### src/rtl/lms_rx_iq_gen.sv
// LMS RX IQ generator: show-ahead sample-pair FIFO feeding an I/Q interleaved ADC-side output.
// Optional build macro LMS_RX_TESTPAT_EN adds a counter-based test-pattern source selected by testpat.
module lms_rx_iq_gen #(
  parameter int DEPTH_LOG2 = 3,
  parameter int DW         = 12
) (
  input  logic                  clk,
  input  logic                  rst,
  input  logic                  enable,
  input  logic [DW-1:0]         in_i,
  input  logic [DW-1:0]         in_q,
  input  logic                  in_valid,
  output logic                  in_ready,
  input  logic                  testpat,
  output logic                  iqsel,
  output logic [DW-1:0]         data,
  output logic [DEPTH_LOG2:0]   fifo_level,
  output logic [15:0]           underflow_cnt
);

  localparam int DEPTH = 1 << DEPTH_LOG2;
  localparam logic [DEPTH_LOG2:0] FULL_LVL = (DEPTH_LOG2+1)'(DEPTH);
  localparam logic [1:0] IDLE = 2'd0;
  localparam logic [1:0] PH_I = 2'd1;
  localparam logic [1:0] PH_Q = 2'd2;

  logic [1:0]            state_r;
  logic [1:0]            state_nxt_s;
  logic [DW-1:0]         mem_i_r [DEPTH];
  logic [DW-1:0]         mem_q_r [DEPTH];
  logic [DEPTH_LOG2-1:0] wr_ptr_r;
  logic [DEPTH_LOG2-1:0] rd_ptr_r;
  logic [DEPTH_LOG2:0]   level_r;
  logic [DW-1:0]         q_hold_r;
  logic [DW-1:0]         data_r;
  logic                  iqsel_r;
  logic [15:0]           underflow_cnt_r;
  logic                  start_i_s;
  logic                  empty_s;
  logic                  push_s;
  logic                  pop_s;
  logic                  uf_inc_s;
  logic                  tp_sel_s;
  logic [DW-1:0]         tp_i_s;
  logic [DW-1:0]         tp_q_s;
  logic [DW-1:0]         src_i_s;
  logic [DW-1:0]         src_q_s;

  assign empty_s       = (level_r == {(DEPTH_LOG2+1){1'b0}});
  assign in_ready      = (level_r < FULL_LVL);
  assign push_s        = in_valid && in_ready;
  assign start_i_s     = (state_nxt_s == PH_I);
  assign pop_s         = start_i_s && !empty_s && !tp_sel_s;
  assign uf_inc_s      = start_i_s && empty_s && !tp_sel_s;
  assign iqsel         = iqsel_r;
  assign data          = data_r;
  assign fifo_level    = level_r;
  assign underflow_cnt = underflow_cnt_r;

`ifdef LMS_RX_TESTPAT_EN
  logic [DW-1:0] tp_cnt_r;

  assign tp_sel_s = testpat;
  assign tp_i_s   = tp_cnt_r;
  assign tp_q_s   = ~tp_cnt_r;

  // Pattern counter advances once per generated sample pair.
  always_ff @(posedge clk) begin
    if (rst) begin
      tp_cnt_r <= {DW{1'b0}};
    end else if (start_i_s && tp_sel_s) begin
      tp_cnt_r <= tp_cnt_r + DW'(1);
    end else begin
      tp_cnt_r <= tp_cnt_r;
    end
  end
`else
  logic unused_testpat_s;

  assign unused_testpat_s = testpat;
  assign tp_sel_s         = 1'b0;
  assign tp_i_s           = {DW{1'b0}};
  assign tp_q_s           = {DW{1'b0}};
`endif

  // Phase sequencing: a started sample always finishes its Q phase.
  always_comb begin
    state_nxt_s = IDLE;
    case (state_r)
      IDLE:    state_nxt_s = enable ? PH_I : IDLE;
      PH_I:    state_nxt_s = PH_Q;
      PH_Q:    state_nxt_s = enable ? PH_I : IDLE;
      default: state_nxt_s = IDLE;
    endcase
  end

  // Source of the next sample pair; an empty FIFO yields zeros.
  always_comb begin
    src_i_s = {DW{1'b0}};
    src_q_s = {DW{1'b0}};
    if (tp_sel_s) begin
      src_i_s = tp_i_s;
      src_q_s = tp_q_s;
    end else if (!empty_s) begin
      src_i_s = mem_i_r[rd_ptr_r];
      src_q_s = mem_q_r[rd_ptr_r];
    end else begin
      src_i_s = {DW{1'b0}};
      src_q_s = {DW{1'b0}};
    end
  end

  // FIFO storage write port.
  always_ff @(posedge clk) begin
    if (push_s) begin
      mem_i_r[wr_ptr_r] <= in_i;
      mem_q_r[wr_ptr_r] <= in_q;
    end
  end

  // FIFO pointers and occupancy; push and pop together leave the level unchanged.
  always_ff @(posedge clk) begin
    if (rst) begin
      wr_ptr_r <= {DEPTH_LOG2{1'b0}};
      rd_ptr_r <= {DEPTH_LOG2{1'b0}};
      level_r  <= {(DEPTH_LOG2+1){1'b0}};
    end else begin
      wr_ptr_r <= push_s ? wr_ptr_r + DEPTH_LOG2'(1) : wr_ptr_r;
      rd_ptr_r <= pop_s  ? rd_ptr_r + DEPTH_LOG2'(1) : rd_ptr_r;
      case ({push_s, pop_s})
        2'b10:   level_r <= level_r + (DEPTH_LOG2+1)'(1);
        2'b01:   level_r <= level_r - (DEPTH_LOG2+1)'(1);
        default: level_r <= level_r;
      endcase
    end
  end

  // Output registers: I word at phase start, held Q word next, zeros when idle.
  always_ff @(posedge clk) begin
    if (rst) begin
      state_r         <= IDLE;
      iqsel_r         <= 1'b0;
      data_r          <= {DW{1'b0}};
      q_hold_r        <= {DW{1'b0}};
      underflow_cnt_r <= 16'h0000;
    end else begin
      state_r <= state_nxt_s;
      if (start_i_s) begin
        iqsel_r  <= 1'b1;
        data_r   <= src_i_s;
        q_hold_r <= src_q_s;
      end else if (state_r == PH_I) begin
        iqsel_r  <= 1'b0;
        data_r   <= q_hold_r;
        q_hold_r <= q_hold_r;
      end else begin
        iqsel_r  <= 1'b0;
        data_r   <= {DW{1'b0}};
        q_hold_r <= q_hold_r;
      end
      if (uf_inc_s && (underflow_cnt_r != 16'hFFFF)) begin
        underflow_cnt_r <= underflow_cnt_r + 16'd1;
      end else begin
        underflow_cnt_r <= underflow_cnt_r;
      end
    end
  end

endmodule

### config.mk
export PLATFORM = sky130hd
export DESIGN_NAME = lms_rx_iq_gen
export DESIGN_NICKNAME = d
export VERILOG_FILES = /design/src/rtl/lms_rx_iq_gen.sv
export SDC_FILE = /design/constraint.sdc
export NUM_CORES = 1
export LEC_CHECK = 0
export ABC_AREA = 1
export ABC_CLOCK_PERIOD_IN_PS = 5950
export CAP_MARGIN = 0
export CORE_ASPECT_RATIO = 1.2
export CORE_MARGIN = 2
export CORE_UTILIZATION = 30
export CTS_BUF_LIST = sky130_fd_sc_hd__clkbuf_2
export CTS_CLUSTER_DIAMETER = 100
export DETAILED_ROUTE_END_ITERATION = 6
export GPL_ROUTABILITY_DRIVEN = 0
export PLACE_DENSITY = 0.44
export REMOVE_ABC_BUFFERS = 1
export SYNTH_ARGS = -nofsm -noshare
export SYNTH_HDL_FRONTEND = slang
export SYNTH_SLANG_ARGS = --single-unit
export TNS_END_PERCENT = 20
### constraint.sdc
create_clock -name clk -period 5.95 [get_ports clk]
set_input_delay 0.8925 -clock clk [delete_from_list [all_inputs] [get_ports clk]]
set_output_delay 0.8925 -clock clk [all_outputs]
set_load 0.05 [all_outputs]
== Yosys cells after proc, flatten, opt, wreduce, memory -nomap -nowiden ==
Memories as Yosys holds them, arrays and structs flattened. A register that Yosys moved wholly into a read port is not among the register bits.
Cells that the tools add are included.
Cells by class
  $lt $le $gt $ge: 1
  reduce and logical (&&, ||, !) cells: 9
  add/subtract/negate cells: 5
  equality and inequality tests: 6
  mux-type cells: 14
Operators with widths (count)
  $mux 12: 4
  $add 16x1->16 const B: 1
  $ne 16x16->1 const B: 1
  $mux 3: 4
  $pmux 4 s2: 1
  $add 3x1->3 const B: 2
  $eq 2x1->1 const B: 3
  $add 4x1->4 const B: 1
  $eq 2x2->1 const B: 2
  $logic_and 1x1->1: 4
  $logic_not 4->1: 1
  $lt 4x4->1 const B: 1
  $mux 1: 4
  $pmux 2 s2: 1
  $sub 4x1->4 const B: 1
  $logic_not 2->1: 1
  $reduce_bool 2->1: 1
  $reduce_or 2->1: 1
  $logic_not 1->1: 1
Word-level totals
  memories: 2
  memory bits (writable): 192
  register bits after elaboration: 53
Memory list
  mem_i_r: depth 8, width 12, rd ports 1, clocked after Yosys merged registers in 1, wr ports 1, RTL line 29  | logic [DW-1:0] mem_i_r [DEPTH];
  mem_q_r: depth 8, width 12, rd ports 1, clocked after Yosys merged registers in 1, wr ports 1, RTL line 30  | logic [DW-1:0] mem_q_r [DEPTH];

== Longest topological paths before layout ==
  depth after elaboration: 7
  depth in mapped cells: 16
  depth with buffers taken out: 15

== Worst setup path before layout ==
Ideal clock, no wire load.
  path kind: register to register
  start point: reg level_r[3], in the netlist fifo_level[3]
  end point: mem mem_i_r[0][0], enable pin
  setup time: 0.405 ns
  buffers on the path: 0
  clock period less this slack: 2.829 ns
  cell stages (with the launch flop): 6
  setup slack: 3.121 ns
  data required time: 5.545 ns
  arrival time: 2.424 ns
  path through: dfxtp_1 inv_1 nand2_1 inv_1 nand2_1 nor2_1
On the way
  word-level cells in the longest chain between the ends: 4
Ends and longest elaborated chain
  from (decl): RTL line 33  | logic [DEPTH_LOG2:0] level_r;
  from (signal assigned): RTL line 126  | level_r <= {(DEPTH_LOG2+1){1'b0}};
  from (signal assigned): RTL line 131  | 2'b10: level_r <= level_r + (DEPTH_LOG2+1)'(1);
  from (signal assigned): RTL line 132  | 2'b01: level_r <= level_r - (DEPTH_LOG2+1)'(1);
  $lt 4x4->1: RTL line 50  | assign in_ready = (level_r < FULL_LVL);
  via in_ready: RTL line 13  | output logic in_ready,
  $logic_and 1x1->1: RTL line 51  | assign push_s = in_valid && in_ready;
  $mux 1: RTL line 115  | if (push_s) begin
  $mux 1 (implied by the code): RTL line 116  | mem_i_r[wr_ptr_r] <= in_i;
  to (decl): RTL line 29
The timed path passes the listed nets, and every way through them passes these cells.

== Final worst setup path ==
  start point: reg underflow_cnt_r[2], in the netlist underflow_cnt[2]
  end point: out underflow_cnt[2]
RTL lines
  from (decl): RTL line 37  | logic [15:0] underflow_cnt_r;
  from (signal assigned): RTL line 162  | underflow_cnt_r <= underflow_cnt_r + 16'd1;
  from (signal assigned): RTL line 164  | underflow_cnt_r <= underflow_cnt_r;
  to (decl): RTL line 18  | output logic [15:0] underflow_cnt
No word-level cell between the ends.

==> flow_metrics.py <==
metrics = {
    "die": {
        "initial_core_util_pct": 30.4,
        "dieWidth_um": 171,
        "rows": 73,
        "die_height_um": 205,
        "boundaryPins": 63,
        "core_sq_um": 33100,
        "fp.dieArea_sq_um": 35000,
    },
    "critical_path": {
        "crit_slowest_cell": "clkdlybuf4s50_1",
        "worstSetupPathType": "flop to primary output",
        "required_ps": 5060,
        "critPathLaunchType": "flop",
        "rr_worst_depth": 14,
        "critPathMaxStageDelay_ps": 850,
        "crit_fanout": 7,
        "cp_top_family": "buffers and inverters",
        "arrival_ps": 2140,
        "path_cells": "clkdlybuf4s50_1",
        "r2r_start": "state_r[0]",
        "r2r_slack_ps": 3330,
        "crit_path_end_kind": "primary output",
        "critical_path_buf_inv_count": 1,
        "r2r-end": "fifo_level[2]",
    },
    "job": {
        "drv_cap": 0,
    },
    "pwr": {
        "p_sw_share_pct": 34.0,
        "leakage_nw": 4.33,
        "p_int_mw": 2.95,
        "switching_power_mw": 1.52,
        "power_frac_seq_pct": 46.6,
        "combPwrFrac_pct": 23.1,
        "finalPower_mw": 4.47,
        "power.share.clock_pct": 30.3,
        "irDropWorstVdd_v": 0.000131,
        "power_density_nw_per_um2": 379,
    },
    "timing": {
        "worst_slew_pin_slew_ps": 1080,
        "finalClockSkew_ps": 67.6,
        "slew_headroom_pct": 28.0,
        "slew_violations": 0,
        "final.setup.tns_ps": 0,
        "rsz0062_at_grt": "false",
        "min_period_ps": 3030,
        "period_share_pct": 51.0,
        "finalHoldViolations": 0,
        "max_freq_mhz": 330,
        "timing.hold.ws_ps": 432,
        "setup_viol": 0,
    },
    "synth": {
        "ys_top_cells_by_area": "edfxtp_1, dfxtp_1, nand2_1",
        "yosysWarnings": 0,
        "ys.flop_type": "edfxtp_1",
        "synth_top_family_by_area": "simple AND/OR/NAND/NOR gates",
        "ys_top_cells_by_count": "nand2_1, edfxtp_1, nor2_1, o21ai_0, nand3_1",
        "ys_types": 27,
        "synth-xor-area-share_pct": 0.610,
        "async_reset_ff_share_pct": 0,
        "yosys.area.top_type": "edfxtp_1",
        "synth_edf_count": 192,
        "netlist_area_sq_um": 10100,
        "synth.most_common_cell": "nand2_1",
        "synth-simple-area-share_pct": 19.0,
        "synth_compound_area_share_pct": 6.99,
        "postSynthAreaPerCell_sq_um": 10.6,
        "synth.yosys.seq_area_share_pct": 68.5,
        "synthCells": 948,
        "synth_top_area_share_pct": 57.3,
        "yosys.area_share.adder_pct": 0.747,
        "muxShareOfSynthArea_pct": 0,
        "ys_ff_latch": 248,
    },
    "final_layout": {
        "nets": 1077,
        "area_growth_pct": 17.4,
        "drive_gt1_share_pct": 14.1,
    },
    "clock_network": {
        "clock_sinks": 248,
        "holdBufCountCts": 0,
        "clk_pin_slew_ps": 100,
        "cts_resized": 0,
        "cts_setup_buffers": 0,
        "cts_max_path_buffers": 3,
        "htreeDepth": 3,
        "cts_tree": "yes",
        "root_buffer": "clkbuf_2",
        "numCtsBuffers": 69,
        "clk_latency_ps": 840,
    },
    "global_routing": {
        "grt_pass1_wl_um": 39100,
        "grt_pass1_vias": 6992,
        "antenna_found_initial": 1,
        "grtUsageTotal_pct": 14.9,
        "grt_start_max_net_pins": 85,
        "globalRouteOverflowTotal": 0,
    },
    "place": {
        "hpwl_um": 13000,
        "io_buffer_count": 61,
    },
    "detailed_routing": {
        "finalWirelength_um": 25100,
        "vias": 6959,
        "ant_nets": 0,
        "viasPerCell": 4.49,
        "remaining_drc_errors": 0,
        "dr.pass1.iters": 4,
        "wl_per_cell_um": 16.2,
        "drt_iter0_drc": 385,
    },
    "min_path": {
        "holdPathEnd": "data[5]",
        "worstHoldStart": "q_hold_r[5]",
        "hold_class": "flop to flop",
        "hold_depth": 2,
    },
    "status": {
        "status": "complete, no violations",
    },
}
## worst max path at each step
stage,startpoint,endpoint,cells past startpoint
2_1_floorplan,flop,data[0],5
3_3_place_gp,enable,fifo_level[2],14
3_5_place_dp,enable,fifo_level[2],14
4_1_cts,underflow_cnt[2],underflow_cnt[2],1
5_1_grt,underflow_cnt[2],underflow_cnt[2],1
6_report,underflow_cnt[2],underflow_cnt[2],1
## metrics by stage
stage / setup WS (ps) / area, sq um / std cells / util, %
6_report: 2920 / 11800 / 1550 / 35.7
5_1_grt: 2760 / 11800 / 1550 / 35.7
4_1_cts: 2840 / 11800 / 1549 / 35.7
3_5_place_dp: 2290 / 11100 / 1421 / 33.5
3_3_place_gp: 2300 / 11100 / 1421 / 33.5
2_1_floorplan: 2570 / 9790 / 902 / -
## layout by cell type (no fill, tap or decap), types with 5 or more instances in the layout
cell | synthesis | layout
nor2_1 | 141 | 133
clkdlybuf4s50_1 | 0 | 61
o21ai_0 | 70 | 70
a21oi_1 | 31 | 31
inv_1 | 37 | 37
ha_1 | 6 | 6
clkbuf_2 | 0 | 116
nand2_1 | 252 | 252
o211ai_1 | 24 | 24
nor2_4 | 0 | 8
edfxtp_1 | 192 | 192
clkinv_1 | 0 | 6
buf_4 | 10 | 8
dfxtp_1 | 56 | 54
xor2_1 | 5 | 5
nand3_1 | 62 | 62
nand4_1 | 5 | 5
## routing by layer
| layer | track usage (%) | wire length (um) | up-vias |
|---|---|---|---|
| met1 | 18.5 | 11300 | 3286 |
| met4 | 5.90 | 546 | 0 |
| met2 | 25.0 | 12000 | 162 |
| met3 | 3.46 | 1270 | 48 |
| met5 | 0 | 0 | - |
| li1 | - | - | 3463 |
## cell type report
type | count | area [sq um]
Clock buffer | 116 | 581
Inverter | 40 | 151
Tap cell | 450 | 563
Sequential cell | 248 | 6890
Timing Repair Buffer | 69 | 671
Fill cell | 3385 | 21300
Antenna cell | 1 | 2.50
Clock inverter | 12 | 134
Multi-Input combinational cell | 614 | 2810
## cells by family (layout without fill, tap and decap cells)
| logic type | Yosys count | after routing |
|---|---|---|
| and+or+nand+nor | 474 | 474 |
| xor gates and xnor gates | 7 | 7 |
| other | 0 | 1 |
| buffers and inverters | 86 | 237 |
| adders and majority gates | 6 | 6 |
| DFF | 248 | 248 |
| AOI/OAI and AO/OA | 127 | 127 |
## power by group through the flow
| stage | registers (mW) | clock network [mW] | logic, mW |
|---|---|---|---|
| floorplan | 2.28 | 0 | 0.511 |
| global placement | 2.12 | 0 | 1.05 |
| detailed placement | 2.13 | 0 | 1.05 |
| CTS | 2.09 | 1.41 | 1.05 |
| global route | 2.10 | 1.50 | 1.17 |
| finish | 2.08 | 1.35 | 1.03 |
## registers in the layout, indices dropped and copies added (netlist names), named ones only
| name | cells |
|---|---|
| mem_i_r | 96 |
| mem_q_r | 96 |
| underflow_cnt | 16 |
| data | 12 |
| q_hold_r | 12 |
| fifo_level | 4 |
| rd_ptr_r | 3 |
| wr_ptr_r | 3 |
| state_r | 2 |
| iqsel | 1 |
Note: power is estimated with default switching activity, not from simulation.
